[config.mk]
export PLATFORM = sky130hd
export DESIGN_NAME = native_bus_arbiter
export DESIGN_NICKNAME = d
export VERILOG_FILES = /design/src/rtl/native_bus_arbiter.sv
export SDC_FILE = /design/constraint.sdc
export NUM_CORES = 1
export LEC_CHECK = 0
export CAP_MARGIN = 5
export CORE_AREA = 5 5 155 157
export CTS_CLUSTER_SIZE = 30
export DETAILED_ROUTE_END_ITERATION = 10
export DIE_AREA = 0 0 160 162
export HOLD_SLACK_MARGIN = 0.02
export PLACE_DENSITY = 0.5
export SLEW_MARGIN = 0
export SYNTH_ARGS = -nofsm -noshare
export SYNTH_HDL_FRONTEND = slang
export SYNTH_SLANG_ARGS = --single-unit
[constraint.sdc]
create_clock -name clk -period 4.89 [get_ports clk]
set_clock_uncertainty 0.05 [all_clocks]
set_input_delay 1.467 -clock clk [delete_from_list [all_inputs] [get_ports clk]]
set_output_delay 1.467 -clock clk [all_outputs]
set_load 0.02 [all_outputs]
[src/rtl/native_bus_arbiter.sv]
// native_bus_arbiter: merges the core's instruction-side (i_) and data-side (d_)
// native valid/ready buses onto one shared native memory port.
//   - Read-address and write channels are arbitrated independently.
//   - An owner FIFO (0=i, 1=d) steers in-order read data back to its requester.
//   - proto_err is a sticky flag for read data arriving with no read outstanding.
// Ports:
//   clk, rst (asynchronous, active-low)
//   i_/d_ raddr/rdata : per-master read channels
//   i_/d_ waddr/wdata : per-master write channels
//   mem_*             : shared memory-side channels
//   proto_err         : sticky protocol error
// Build option: define ARB_FIXED_PRIORITY_EN for fixed priority (d over i) on
// both read and write arbitration instead of round-robin.
module native_bus_arbiter #(
  parameter int unsigned bus_width   = 32,
  parameter int unsigned outstanding = 2
) (
  input  logic                 clk,
  input  logic                 rst,
  input  logic                 i_raddr_valid,
  input  logic [bus_width-1:0] i_raddr,
  output logic                 i_raddr_ready,
  output logic                 i_rdata_valid,
  output logic [bus_width-1:0] i_rdata,
  input  logic                 i_rdata_ready,
  input  logic                 i_waddr_valid,
  input  logic [bus_width-1:0] i_waddr,
  output logic                 i_waddr_ready,
  input  logic                 i_wdata_valid,
  input  logic [bus_width-1:0] i_wdata,
  output logic                 i_wdata_ready,
  input  logic                 d_raddr_valid,
  input  logic [bus_width-1:0] d_raddr,
  output logic                 d_raddr_ready,
  output logic                 d_rdata_valid,
  output logic [bus_width-1:0] d_rdata,
  input  logic                 d_rdata_ready,
  input  logic                 d_waddr_valid,
  input  logic [bus_width-1:0] d_waddr,
  output logic                 d_waddr_ready,
  input  logic                 d_wdata_valid,
  input  logic [bus_width-1:0] d_wdata,
  output logic                 d_wdata_ready,
  output logic                 mem_raddr_valid,
  output logic [bus_width-1:0] mem_raddr,
  input  logic                 mem_raddr_ready,
  input  logic                 mem_rdata_valid,
  input  logic [bus_width-1:0] mem_rdata,
  output logic                 mem_rdata_ready,
  output logic                 mem_waddr_valid,
  output logic [bus_width-1:0] mem_waddr,
  input  logic                 mem_waddr_ready,
  output logic                 mem_wdata_valid,
  output logic [bus_width-1:0] mem_wdata,
  input  logic                 mem_wdata_ready,
  output logic                 proto_err
);

  localparam int unsigned PTR_W = (outstanding > 1) ? $clog2(outstanding) : 1;
  localparam int unsigned CNT_W = $clog2(outstanding + 1);

  localparam logic [0:0] W_IDLE = 1'b0;
  localparam logic [0:0] W_BUSY = 1'b1;

  function automatic logic [PTR_W-1:0] ptr_inc(input logic [PTR_W-1:0] p);
    return (p == PTR_W'(outstanding - 1)) ? '0 : p + PTR_W'(1);
  endfunction

  // Owner FIFO and read-address lock state
  logic [outstanding-1:0] owner_q;
  logic [PTR_W-1:0]       wr_ptr_q, rd_ptr_q;
  logic [CNT_W-1:0]       count_q;
  logic                   r_lock_q, r_lock_id_q;

  // Write FSM state
  logic [0:0] w_state_q, w_state_d;
  logic       w_owner_q, w_owner_d;
  logic       aw_done_q, aw_done_d;
  logic       wd_done_q, wd_done_d;
  logic       w_take;

  logic fifo_full, fifo_empty, head;
  logic r_pick, r_gnt_id, r_sel_valid, r_hs, pop;
  logic w_req_i, w_req_d, w_pick;

  assign fifo_full  = (count_q == CNT_W'(outstanding));
  assign fifo_empty = (count_q == '0);
  assign head       = owner_q[rd_ptr_q];
  assign w_req_i    = i_waddr_valid | i_wdata_valid;
  assign w_req_d    = d_waddr_valid | d_wdata_valid;

`ifdef ARB_FIXED_PRIORITY_EN
  assign r_pick = d_raddr_valid;
  assign w_pick = w_req_d;
`else
  // Round-robin preference (1 = d favoured); the last winner loses ties
  logic r_pref_q, w_pref_q;

  assign r_pick = (i_raddr_valid && d_raddr_valid) ? r_pref_q : d_raddr_valid;
  assign w_pick = (w_req_i && w_req_d) ? w_pref_q : w_req_d;

  always_ff @(posedge clk or negedge rst) begin
    if (!rst) begin
      r_pref_q <= 1'b1;
      w_pref_q <= 1'b1;
    end else begin
      if (r_hs)   r_pref_q <= ~r_gnt_id;
      if (w_take) w_pref_q <= ~w_pick;
    end
  end
`endif

  // Read address: a stalled request keeps its grant so the address stays stable
  assign r_gnt_id        = r_lock_q ? r_lock_id_q : r_pick;
  assign r_sel_valid     = r_gnt_id ? d_raddr_valid : i_raddr_valid;
  assign mem_raddr_valid = rst && !fifo_full && r_sel_valid;
  assign mem_raddr       = r_gnt_id ? d_raddr : i_raddr;
  assign i_raddr_ready   = mem_raddr_valid && !r_gnt_id && mem_raddr_ready;
  assign d_raddr_ready   = mem_raddr_valid &&  r_gnt_id && mem_raddr_ready;
  assign r_hs            = mem_raddr_valid && mem_raddr_ready;

  // Read data: FIFO head picks the destination; stray data is sunk when empty
  assign i_rdata_valid   = rst && !fifo_empty && !head && mem_rdata_valid;
  assign d_rdata_valid   = rst && !fifo_empty &&  head && mem_rdata_valid;
  assign i_rdata         = (!fifo_empty && !head) ? mem_rdata : '0;
  assign d_rdata         = (!fifo_empty &&  head) ? mem_rdata : '0;
  assign mem_rdata_ready = rst && (fifo_empty || (head ? d_rdata_ready : i_rdata_ready));
  assign pop             = mem_rdata_valid && mem_rdata_ready && !fifo_empty;

  // Owner FIFO, read lock and sticky error flag
  always_ff @(posedge clk or negedge rst) begin
    if (!rst) begin
      owner_q     <= '0;
      wr_ptr_q    <= '0;
      rd_ptr_q    <= '0;
      count_q     <= '0;
      r_lock_q    <= 1'b0;
      r_lock_id_q <= 1'b0;
      proto_err   <= 1'b0;
    end else begin
      if (r_hs) begin
        owner_q[wr_ptr_q] <= r_gnt_id;
        wr_ptr_q          <= ptr_inc(wr_ptr_q);
      end
      if (pop) rd_ptr_q <= ptr_inc(rd_ptr_q);
      case ({r_hs, pop})
        2'b10:   count_q <= count_q + CNT_W'(1);
        2'b01:   count_q <= count_q - CNT_W'(1);
        default: count_q <= count_q;
      endcase
      r_lock_q    <= mem_raddr_valid && !mem_raddr_ready;
      r_lock_id_q <= r_gnt_id;
      if (mem_rdata_valid && fifo_empty) proto_err <= 1'b1;
    end
  end

  // Write FSM state register
  always_ff @(posedge clk or negedge rst) begin
    if (!rst) begin
      w_state_q <= W_IDLE;
      w_owner_q <= 1'b0;
      aw_done_q <= 1'b0;
      wd_done_q <= 1'b0;
    end else begin
      w_state_q <= w_state_d;
      w_owner_q <= w_owner_d;
      aw_done_q <= aw_done_d;
      wd_done_q <= wd_done_d;
    end
  end

  // Write FSM next state and channel routing; a finished channel is masked off
  always_comb begin
    w_state_d       = w_state_q;
    w_owner_d       = w_owner_q;
    aw_done_d       = aw_done_q;
    wd_done_d       = wd_done_q;
    w_take          = 1'b0;
    mem_waddr_valid = 1'b0;
    mem_wdata_valid = 1'b0;
    mem_waddr       = w_owner_q ? d_waddr : i_waddr;
    mem_wdata       = w_owner_q ? d_wdata : i_wdata;
    i_waddr_ready   = 1'b0;
    i_wdata_ready   = 1'b0;
    d_waddr_ready   = 1'b0;
    d_wdata_ready   = 1'b0;
    case (w_state_q)
      W_IDLE: begin
        if (w_req_i || w_req_d) begin
          w_take    = 1'b1;
          w_owner_d = w_pick;
          w_state_d = W_BUSY;
        end
      end
      W_BUSY: begin
        mem_waddr_valid = !aw_done_q && (w_owner_q ? d_waddr_valid : i_waddr_valid);
        mem_wdata_valid = !wd_done_q && (w_owner_q ? d_wdata_valid : i_wdata_valid);
        i_waddr_ready   = !w_owner_q && mem_waddr_valid && mem_waddr_ready;
        i_wdata_ready   = !w_owner_q && mem_wdata_valid && mem_wdata_ready;
        d_waddr_ready   =  w_owner_q && mem_waddr_valid && mem_waddr_ready;
        d_wdata_ready   =  w_owner_q && mem_wdata_valid && mem_wdata_ready;
        aw_done_d       = aw_done_q || (mem_waddr_valid && mem_waddr_ready);
        wd_done_d       = wd_done_q || (mem_wdata_valid && mem_wdata_ready);
        if (aw_done_d && wd_done_d) begin
          aw_done_d = 1'b0;
          wd_done_d = 1'b0;
          w_state_d = W_IDLE;
        end
      end
      default: w_state_d = W_IDLE;
    endcase
  end

endmodule

==> results <==
-- cells in the mapped netlist (3+ instances only) --
cell / n
xnor2_1: 3
nor3_1: 3
nor2_1: 11
o21ai_1: 4
and3_1: 67
mux2_1: 20
buf_2: 9
clkbuf_1: 13
dfrtp_1: 13
buf_6: 4
mux2_4: 28
mux2i_1: 3
a21oi_1: 3
nand2_1: 7
nor2b_1: 3
mux2_2: 50
inv_1: 4
-- timing repair --
action | 4_1_cts | 5_1_grt
hold endpoints to repair | 0 | 0
endpoints found under the setup margin | 32 | 3
buffers inserted | 0 | 0
resized for setup | 32 | 2
-- metal layers --
layer | track usage (%) | share of wire (%) | wire [um] | up-vias
li1 | - | - | - | 1808
met1 | 15.9 | 42 | 7550 | 1661
met2 | 22.1 | 49 | 8850 | 211
met3 | 4.44 | 8.7 | 1570 | 4
met4 | 0.704 | 0.31 | 56 | 0
met5 | 0 | 0 | 0 | -
-- cells in the final DEF, fill, tap and decap left out, types with 2 or more instances in the layout --
cell	synthesis	routed
clkbuf_16	0	3
o21ai_1	4	4
mux2_1	20	20
nor2b_1	3	3
xor2_1	2	2
clkdlybuf4s50_1	0	377
or2_1	2	2
buf_4	0	16
nand2_1	7	7
mux2_4	28	28
and3_1	67	67
nor2_1	11	11
nor3_1	3	3
inv_1	4	4
dfrtp_1	13	12
nand3_1	2	2
a21oi_1	3	3
dfstp_2	2	2
o31ai_1	2	2
mux2i_1	3	2
dlygate4sd2_1	0	32
mux2_2	50	50
xnor2_1	3	3
-- power by group --
group	switching, W	internal [W]
Sequential	0.0000832	0.000183
Clock	0.0000526	0.000110
Combinational	0.00136	0.00140
Total	0.00149	0.00169
-- cells by family after synthesis --
family,Yosys count,share of synthesized area [%]
AOI/OAI and AO/OA,18,5.67
xor gates and xnor gates,5,1.71
adders and majority gates,1,0.489
buffers and inverters,30,6.01
DFF,15,14.8
muxes,101,48.4
and+or+nand+nor,101,22.9
-- area by class of cell --
type | count | area (sq um)
inverters | 4 | 15.0
flip-flops and latches | 15 | 379
well taps | 285 | 357
clock inverters | 1 | 7.51
repair buffers | 427 | 4210
multi-input cells | 226 | 2040
fillers | 2348 | 15300
clock buffers | 3 | 75.1
-- worst max path at each step --
| stage | depth (start not counted) | startpoint | slack [ps] | to |
|---|---|---|---|---|
| final | 6 | d_raddr_valid | 130 | i_raddr_ready |
| after global routing | 6 | i_raddr_valid | 5 | i_raddr_ready |
| after CTS | 5 | i_wdata_valid | 50 | d_wdata_ready |
| after detailed placement | 6 | d_raddr_valid | -60 | mem_raddr[31] |
| after global placement | 6 | d_raddr_valid | -60 | mem_raddr[1] |
| after floorplan | 4 | d_wdata_valid | 810 | i_wdata_ready |
-- through the flow --
stage,instances,util [%],cell area (sq um),hold WS [ps]
after floorplan,271,-,2560,431
after global placement,957,31.4,7030,402
after detailed placement,957,31.4,7030,415
after CTS,961,31.6,7070,428
after global routing,961,31.6,7080,456
final,961,31.6,7080,412
==> out/qor.csv <==
stage,metric,value,unit
worst_hold_path,min_to,proto_err,
yosys,synth_flop_cell,dfrtp_1,
yosys,synth_top_area_share,22.0,%
yosys,yosysTopAreaCell,mux2_2,
worst_setup_path,cp.required,3370,ps
yosys,synth_cell_types,36,
flow_run,max_cap_viol_count,0,
worst_setup_path,worstPathMaxFanout,5,
layout,drive_above_1_share,16.0,%
cts,clkTransAtPathRegs,50,ps
sta,hold_viol,0,
sta,layout_setup_ws,128,ps
cts,numCtsBuffers,3,
worst_setup_path,path_class,in2out,
drt,wl_per_cell,18.8,um
grt,grt_pass1_wl,25900,um
drt,drtPass1Iterations,4,
floorplanning,start_util,11.4,%
drt,via_per_inst,3.83,
floorplanning,die-area,25900,sq um
yosys,syn_area,2560,sq um
drt,drtIter0Drc,113,
sta,finalSetupViolCount,0,
worst_setup_path,r2r_cells,6,
drt,drc_errors,0,
grt,overflow,0,
power_and_ir_drop,p_per_area,450,nW/um^2
sta,period_share,97.4,%
cts,cts_hold_buf,0,
cts,clkSinkCount,15,
placed_design,gp_congestion,0.828,
sta,rsz0062_at_grt,no,
yosys,syn_area_per_cell,9.44,sq um
yosys,yosysSeqAreaShare,14.8,%
cts,clock_latency,250,ps
worst_setup_path,cpMostUsedCell,clkdlybuf4s50_1,
power_and_ir_drop,p_leak,2.96,nW
worst_hold_path,hold_depth,1,
yosys,async_reset_ff_share,100,%
floorplanning,core-area,22400,sq um
sta,fin_setup_tns,0,ps
sta,slew_violations,0,
worst_setup_path,cp_top_family,buffers and inverters,
sta,worst_slew_pin_slew,649,ps
layout,diodes,0,
cts,clockBufferDepth,2,
cts,htree_num_levels,1,
cts,cts_tree,done,
worst_hold_path,hold_path_class,reg2reg,
grt,grt_pass1_vias,3948,
worst_setup_path,critPathBufInv,3,
worst_setup_path,worstSetupStartpointType,input port,
grt,grt_max_degree,36,
drt,drt-total-wl,18000,um
worst_setup_path,crit_path_top_delay_cell,clkdlybuf4s50_1,
worst_setup_path,slowest_delay,640,ps
worst_setup_path,path_cells,"clkdlybuf4s50_1, nor2b_1, a22o_2, buf_4, nor3_1, clkdlybuf4s50_1",
floorplanning,io_pins,411,
floorplanning,placementRows,55,
placed_design,dp_hpwl,15600,um
yosys,synthTopCellsByArea,"mux2_2 (22%), mux2_4 (16%), and3_1 (16%)",
yosys,syn-num-nets,510,
grt,grt_usage,12.7,%
placed_design,numPortBuffers,410,
worst_setup_path,cp_data_arrival_time,3240,ps
sta,fmaxAchievable,210,MHz
worst_setup_path,r2r_end,count_q[1],
layout,final_nets,916,
floorplanning,die_h,162,um
drt,vias,3684,
power_and_ir_drop,total_power,0.00319,W
grt,antenna_found_initial,0,
worst_setup_path,ff2ff_setup_slack,2780,ps
yosys,synth-edff-count,0,
drt,antenna_left,0,
worst_hold_path,holdCritStartpoint,proto_err,
yosys,synth-seq-cells,15,
cts,cts_root_buf,clkbuf_16,
placed_design,place_ws,-64.6,ps
yosys,syn_inst,271,
layout,syn_to_final_growth,177,%
outcome,status,finished clean,
power_and_ir_drop,irDropWorstVdd,0.247,mV
worst_setup_path,cp-end-kind,primary output,
sta,max_slew_margin,56.7,%
worst_setup_path,reg2reg_from,count_q[0],
floorplanning,die_w,160,um
yosys,synth_warnings,0,
sta,min_period,4760,ps
layout,top_regs,"count_q (2), owner_q (2)",
(Power assumes the default switching activity.)
